**src/rtl/data_intc_s2m_force_robin_pkg.sv**
```systemverilog
// Shared helpers for the forced round-robin split/merge pair.
// Both ends call the same functions, so they step through branches in
// the same sequence and ordering survives without tags.
package data_intc_robin_pkg;

    // Occupancy of the 2-entry skid buffer.
    typedef enum logic [1:0] {
        SKID_EMPTY = 2'd0,
        SKID_ONE   = 2'd1,
        SKID_FULL  = 2'd2
    } skid_state_e;

    // Width of a branch index; a single branch still needs one bit.
    function automatic int robin_iw(input int num);
        return (num > 1) ? $clog2(num) : 1;
    endfunction

    // Next branch in the forced order, wrapping at num-1 (works for any num).
    function automatic int robin_next(input int idx, input int num);
        return (idx == num - 1) ? 0 : idx + 1;
    endfunction

endpackage

```
**src/rtl/data_intc_s2m_force_robin_if.sv**
```systemverilog
// Valid/ready stream bundle. W is the number of valid/ready lanes sharing
// one data bus (1 for a plain stream, NUM for the broadcast branch side).
interface data_intc_s2m_force_robin_if #(
    parameter int W     = 1,
    parameter int DSIZE = 32
);
    logic [W-1:0]     valid;
    logic [DSIZE-1:0] data;
    logic [W-1:0]     ready;

    modport master (output valid, output data, input ready);
    modport slave  (input valid, input data, output ready);
endinterface

```
**src/rtl/data_intc_s2m_force_robin_skid2.sv**
```systemverilog
// Two-entry skid buffer with a registered input ready.
// in_ready is computed from the next occupancy, so it can never accept a
// third beat. The head register keeps its last value when the buffer
// drains, so out_data stays put while empty.
module data_c_skid2
    import data_intc_robin_pkg::*;
#(
    parameter int DSIZE = 32
) (
    input  logic             clock,
    input  logic             rst_n,
    input  logic             in_valid,
    input  logic [DSIZE-1:0] in_data,
    output logic             in_ready,
    output logic             out_valid,
    output logic [DSIZE-1:0] out_data,
    input  logic             out_ready
);

    skid_state_e      state_reg, state_next;
    logic [DSIZE-1:0] head_reg, head_next;
    logic [DSIZE-1:0] tail_reg, tail_next;
    logic             in_ready_reg, in_ready_next;
    logic             push, pop;

    assign push      = in_valid & in_ready_reg;
    assign pop       = (state_reg != SKID_EMPTY) & out_ready;
    assign in_ready  = in_ready_reg;
    assign out_valid = (state_reg != SKID_EMPTY);
    assign out_data  = head_reg;

    // Occupancy transitions and entry moves for push/pop combinations.
    always_comb begin
        state_next = state_reg;
        head_next  = head_reg;
        tail_next  = tail_reg;
        case (state_reg)
            SKID_EMPTY: begin
                if (push) begin
                    head_next  = in_data;
                    state_next = SKID_ONE;
                end
            end
            SKID_ONE: begin
                if (push && pop) begin
                    head_next = in_data;
                end else if (push) begin
                    tail_next  = in_data;
                    state_next = SKID_FULL;
                end else if (pop) begin
                    state_next = SKID_EMPTY;
                end
            end
            SKID_FULL: begin
                // in_ready is low here, so only a pop can happen.
                if (pop) begin
                    head_next  = tail_reg;
                    state_next = SKID_ONE;
                end
            end
            default: state_next = SKID_EMPTY;
        endcase
        in_ready_next = (state_next != SKID_FULL);
    end

    // State, storage and registered ready; reset drops any buffered beats.
    always_ff @(posedge clock) begin
        if (!rst_n) begin
            state_reg    <= SKID_EMPTY;
            head_reg     <= '0;
            tail_reg     <= '0;
            in_ready_reg <= 1'b0;
        end else begin
            state_reg    <= state_next;
            head_reg     <= head_next;
            tail_reg     <= tail_next;
            in_ready_reg <= in_ready_next;
        end
    end

endmodule

```
**src/rtl/data_intc_s2m_force_robin.sv**
```systemverilog
// Forced round-robin splitter: beat k of the upstream stream goes to
// branch k mod NUM, and the splitter waits on the current branch even if
// others are ready. Data is broadcast; only the selected valid is raised.
module data_intc_s2m_force_robin
    import data_intc_robin_pkg::*;
#(
    parameter int NUM   = 8,
    parameter int DSIZE = 32,
    localparam int IW   = robin_iw(NUM)
) (
    input  logic                            clock,
    input  logic                            rst_n,
    data_intc_s2m_force_robin_if.slave      s00,
    data_intc_s2m_force_robin_if.master     m00,
    output logic [IW-1:0]                   robin_index
);

    logic             buf_valid;
    logic [DSIZE-1:0] buf_data;
    logic             buf_in_ready;
    logic             sel_ready;
    logic             transfer;
    logic [NUM-1:0]   sel_onehot;
    logic [NUM-1:0]   valid_vec;
    logic [IW-1:0]    robin_index_reg, robin_index_next;

    data_c_skid2 #(
        .DSIZE (DSIZE)
    ) u_skid (
        .clock     (clock),
        .rst_n     (rst_n),
        .in_valid  (s00.valid[0]),
        .in_data   (s00.data),
        .in_ready  (buf_in_ready),
        .out_valid (buf_valid),
        .out_data  (buf_data),
        .out_ready (sel_ready)
    );

    assign s00.ready = buf_in_ready;

    // One-hot decode of the served branch; valid only goes to that branch.
    for (genvar gi = 0; gi < NUM; gi++) begin : g_branch
        assign sel_onehot[gi] = (robin_index_reg == IW'(gi));
        assign valid_vec[gi]  = buf_valid & sel_onehot[gi];
    end

    // Ready from non-selected branches is masked off here.
    assign sel_ready   = |(m00.ready & sel_onehot);
    assign transfer    = buf_valid & sel_ready;
    assign m00.valid   = valid_vec;
    assign m00.data    = buf_data;
    assign robin_index = robin_index_reg;

    // Index moves on a completed transfer only, never on idle or stall.
    always_comb begin
        robin_index_next = robin_index_reg;
        if (transfer) begin
            robin_index_next = IW'(robin_next(int'(robin_index_reg), NUM));
        end
    end

    // Served-branch register.
    always_ff @(posedge clock) begin
        if (!rst_n) begin
            robin_index_reg <= '0;
        end else begin
            robin_index_reg <= robin_index_next;
        end
    end

endmodule

```
**src/flat_wrapper.sv**
```systemverilog
// flat-port wrapper written by rule: the top's interface ports become plain ports
module data_intc_s2m_force_robin_flat import data_intc_robin_pkg::*;
#(
    parameter int NUM   = 8,
    parameter int DSIZE = 32,
    localparam int IW   = robin_iw(NUM)
)
  (clock, rst_n, robin_index, s00_valid, s00_data, s00_ready, m00_valid, m00_data, m00_ready);
  data_intc_s2m_force_robin_if #(.W(1), .DSIZE(DSIZE)) s00_i ();
  data_intc_s2m_force_robin_if #(.W(8), .DSIZE(DSIZE)) m00_i ();
  input  logic clock;
  input  logic rst_n;
  output logic [IW-1:0] robin_index;
  input wire logic [$bits(s00_i.valid)-1:0] s00_valid;
  input wire logic [$bits(s00_i.data)-1:0] s00_data;
  output wire logic [$bits(s00_i.ready)-1:0] s00_ready;
  output wire logic [$bits(m00_i.valid)-1:0] m00_valid;
  output wire logic [$bits(m00_i.data)-1:0] m00_data;
  input wire logic [$bits(m00_i.ready)-1:0] m00_ready;
  assign s00_i.valid = s00_valid;
  assign s00_i.data = s00_data;
  assign s00_ready = s00_i.ready;
  assign m00_valid = m00_i.valid;
  assign m00_data = m00_i.data;
  assign m00_i.ready = m00_ready;
  data_intc_s2m_force_robin #(.NUM(NUM), .DSIZE(DSIZE)) u_core (.clock(clock), .rst_n(rst_n), .s00(s00_i), .m00(m00_i), .robin_index(robin_index));
endmodule
```
**config.mk**
```make
export PLATFORM = sky130hd
export DESIGN_NAME = data_intc_s2m_force_robin_flat
export DESIGN_NICKNAME = d
export VERILOG_FILES = /design/src/rtl/data_intc_s2m_force_robin_pkg.sv /design/src/rtl/data_intc_s2m_force_robin_if.sv /design/src/rtl/data_intc_s2m_force_robin_skid2.sv /design/src/rtl/data_intc_s2m_force_robin.sv /design/src/flat_wrapper.sv
export SDC_FILE = /design/constraint.sdc
export NUM_CORES = 1
export LEC_CHECK = 0
export ABC_AREA = 1
export CAP_MARGIN = 30
export CORE_UTILIZATION = 40
export CTS_CLUSTER_SIZE = 14
export DETAILED_ROUTE_END_ITERATION = 10
export GPL_TIMING_DRIVEN = 0
export PLACE_DENSITY = 0.66
export SYNTH_ARGS = -nofsm -noshare
export SYNTH_HDL_FRONTEND = slang
export SYNTH_SLANG_ARGS = --single-unit
```
**constraint.sdc**
```tcl
create_clock -name clock -period 2.48 [get_ports clock]
set_input_delay 0.744 -clock clock [delete_from_list [all_inputs] [get_ports clock]]
set_output_delay 0.744 -clock clock [all_outputs]
set_load 0.01 [all_outputs]
```
==> results.tsv <==
metric	value	unit
Multi-input gate area	1754	um^2
Yosys warning count	0	
num rows	35	
IO Pins	87	
Post-Synthesis Cells	597	
Tmin final	2.282	ns
core area	9196	um^2
final RePlAce weighted congestion	0.8278	
Remaining DRCs	0	
endpoints failing hold	0	
clock-pin slew of the registers on the worst-case setup and hold paths	0.08	ns
status	completed	
DIE AREA	9859	um^2
Setup violations, final	0	
Max Root-Sink Buffers	2	
starting DRC count in detailed routing	188	
setup TNS	0	ns
Initial Util	0.4117	
Synth Register Bits	70	
Slew Viols, Final	0	
Die X-Extent	99.29	um
top post-synthesis cells by area	dfxtp_1 (37%), nand2_1 (17%), nand3_1 (9.4%)	
routed wire length	9.616	mm
Synth-to-Final Area Change	31.06	%
unrepaired setup endpoints after global routing	no	
post-synth cell types	25	
fin nets	742	
Syn Nets	646	
final cell utilization of the core	0.5396	
Setup Crit Path Kind	register to output port	
area leader, netlist	dfxtp_1	
Sequential Area	1406	um^2
crit path max fanout	6	
power per cell area	554.6	nW/um^2
total CTS buffers	9	
share of cells above drive strength 1	0.1160	
Avg WL per Cell	11.89	um
drt first pass iters	5	
Slew headroom	0.6605	
mapped cell area	3786	um^2
post-DP HPWL	6.997	mm
Ant. Diodes	0	
TritonCTS clock tree	built	
Hold WC Path Type	register to register	
GRT overflow	0	
initial antenna violation count	0	
Worst Path Required	1.74	ns
Via density	4.723	
final period utilization	0.9202	
clk_lat worst skew	0.36	ns
peak supply drop	0.2530	mV
H-tree depth	3	
CP endpoint kind	output port	
GRT Resource Usage Total	0.2036	
Post-CTS Repair Setup Buffers	0	
FMAX	0.4382	GHz
worst slew pin tran	0.5093	ns
Layout fillers	943	
height of the die	99.29	um
global-route wire length before repair	16.10	mm
vias in the first global route	3486	
crit start category	register	
pin count of the biggest net entering global routing	13	
Vias	3821	
CTS Sinks	70	
max cap viols	0	
Synth top area share	0.3701	
Avg Inst Size Synth	6.342	um^2
antenna-violating nets left	0	
setup slack, reg-to-reg	0.56	ns
Lkg Pwr	2.362	nW
register area share after synthesis	0.3701	
Worst EP arrival	1.54	ns
Worst Clk Skew	0.01126	ns
Port Buffers	85	
CTS Root Cell	clkbuf_8	
## per-stage QoR
| stage | power, mW | worst slack (ns) | std cells | hold WS, ns | instance area [um^2] |
|---|---|---|---|---|---|
| finish | 2.752 | 0.1978 | 809 | 0.4625 | 4962 |
| global route | 2.904 | 0.09137 | 809 | 0.4732 | 4962 |
| CTS | 2.778 | 0.1794 | 809 | 0.4650 | 4962 |
| detailed placement | 1.857 | 0.1613 | 793 | 0.4526 | 4776 |
| global placement | 1.849 | 0.1926 | 793 | 0.4469 | 4776 |
| floorplan | 1.598 | 0.7204 | 597 | 0.4396 | 3786 |
## cells in the final DEF (no fill, tap or decap)
master,Yosys,layout
nand2_1,175,175
inv_1,78,78
clkdlybuf4s50_1,0,77
nand3_1,71,71
dfxtp_1,70,68
nor2_1,41,41
a21oi_1,34,34
nand4_1,32,32
inv_2,31,31
clkbuf_1,14,16
buf_2,14,14
clkbuf_8,0,9
dlygate4sd2_1,0,8
buf_4,7,7
nor3_1,6,6
ha_1,6,6
buf_6,2,2
inv_4,2,2
nor2_2,2,2
nand3_4,2,2
o21ai_0,2,2
buf_1,2,2
clkinv_4,0,2
nand3_2,1,1
nor2_4,1,1
nand2_2,1,1
nor3_4,1,1
nand2_4,1,1
clkinv_1,1,1
clkinvlp_4,0,1
clkinv_2,0,1
bufinv_16,0,1
dfxtp_4,0,1
dfxtp_2,0,1
## kinds of logic after synthesis
kind of cell | Yosys count | synth area share
simple gates | 334 | 0.3959
buf+inv | 151 | 0.1666
flops | 70 | 0.3701
compound gates | 36 | 0.04759
fa+ha+maj | 6 | 0.01983
## repair_timing
action | 4_1_cts | 5_1_grt
hold buffers | 0 | 0
hold endpoints to repair | 0 | 0
setup endpoints to repair | 8 | 0
gates resized for setup | 11 | 0
## critical path, stage by stage, from the launching register on
cell and delay (ns):
dfxtp_4 0.37, ha_1 0.22, ha_1 0.22, inv_1 0.06, nor2_1 0.03, dlygate4sd2_1 0.29
## worst paths after layout
kind                                          startpoint                                 endpoint  depth (start not counted)
setup / recovery      u_core.robin_index[0]$_SDFFE_PN0P_                             m00_valid[7]                          5
hold / removal    u_core.u_skid.tail_reg[8]$_SDFFE_PN0P_   u_core.u_skid.tail_reg[8]$_SDFFE_PN0P_                          2
setup reg to reg      u_core.robin_index[0]$_SDFFE_PN0P_  u_core.u_skid.tail_reg[23]$_SDFFE_PN0P_                         11
hold reg to reg   u_core.u_skid.tail_reg[8]$_SDFFE_PN0P_   u_core.u_skid.tail_reg[8]$_SDFFE_PN0P_                          2
## synth_stat cells
library cell	count
nand3_4	2
inv_2	31
buf_6	2
buf_4	7
nand2_2	1
nand2_1	175
ha_1	6
nor2_2	2
nor2_4	1
nand3_2	1
nor2_1	41
buf_1	2
inv_4	2
nand2_4	1
nand3_1	71
o21ai_0	2
nor3_4	1
dfxtp_1	70
nand4_1	32
inv_1	78
clkbuf_1	14
nor3_1	6
buf_2	14
clkinv_1	1
a21oi_1	34
## routing by layer
metal,share of wire,track usage,routed length [um],vias up
li1,-,-,-,2031
met1,0.47,0.2660,4515,1682
met2,0.47,0.3360,4556,98
met3,0.044,0.03092,420,10
met4,0.013,0.08371,124,0
met5,0,0,0,-
## report_power, final
part           total, mW  switching, mW  internal [mW]
combinational      0.610          0.334          0.276
sequential          1.22         0.0340           1.18
clock              0.926          0.459          0.467
total               2.75          0.827           1.93
## area by class of cell
cell class                      count  area share
Multi-Input combinational cell    376      0.3535
Sequential cell                    70      0.2834
Timing Repair Buffer               85      0.1694
Inverter                          112     0.08573
Buffer                             39     0.04135
Tap cell                          111     0.02799
Clock buffer                       11     0.02648
Clock inverter                      5     0.01210
Note: power is estimated with default switching activity, not from simulation.
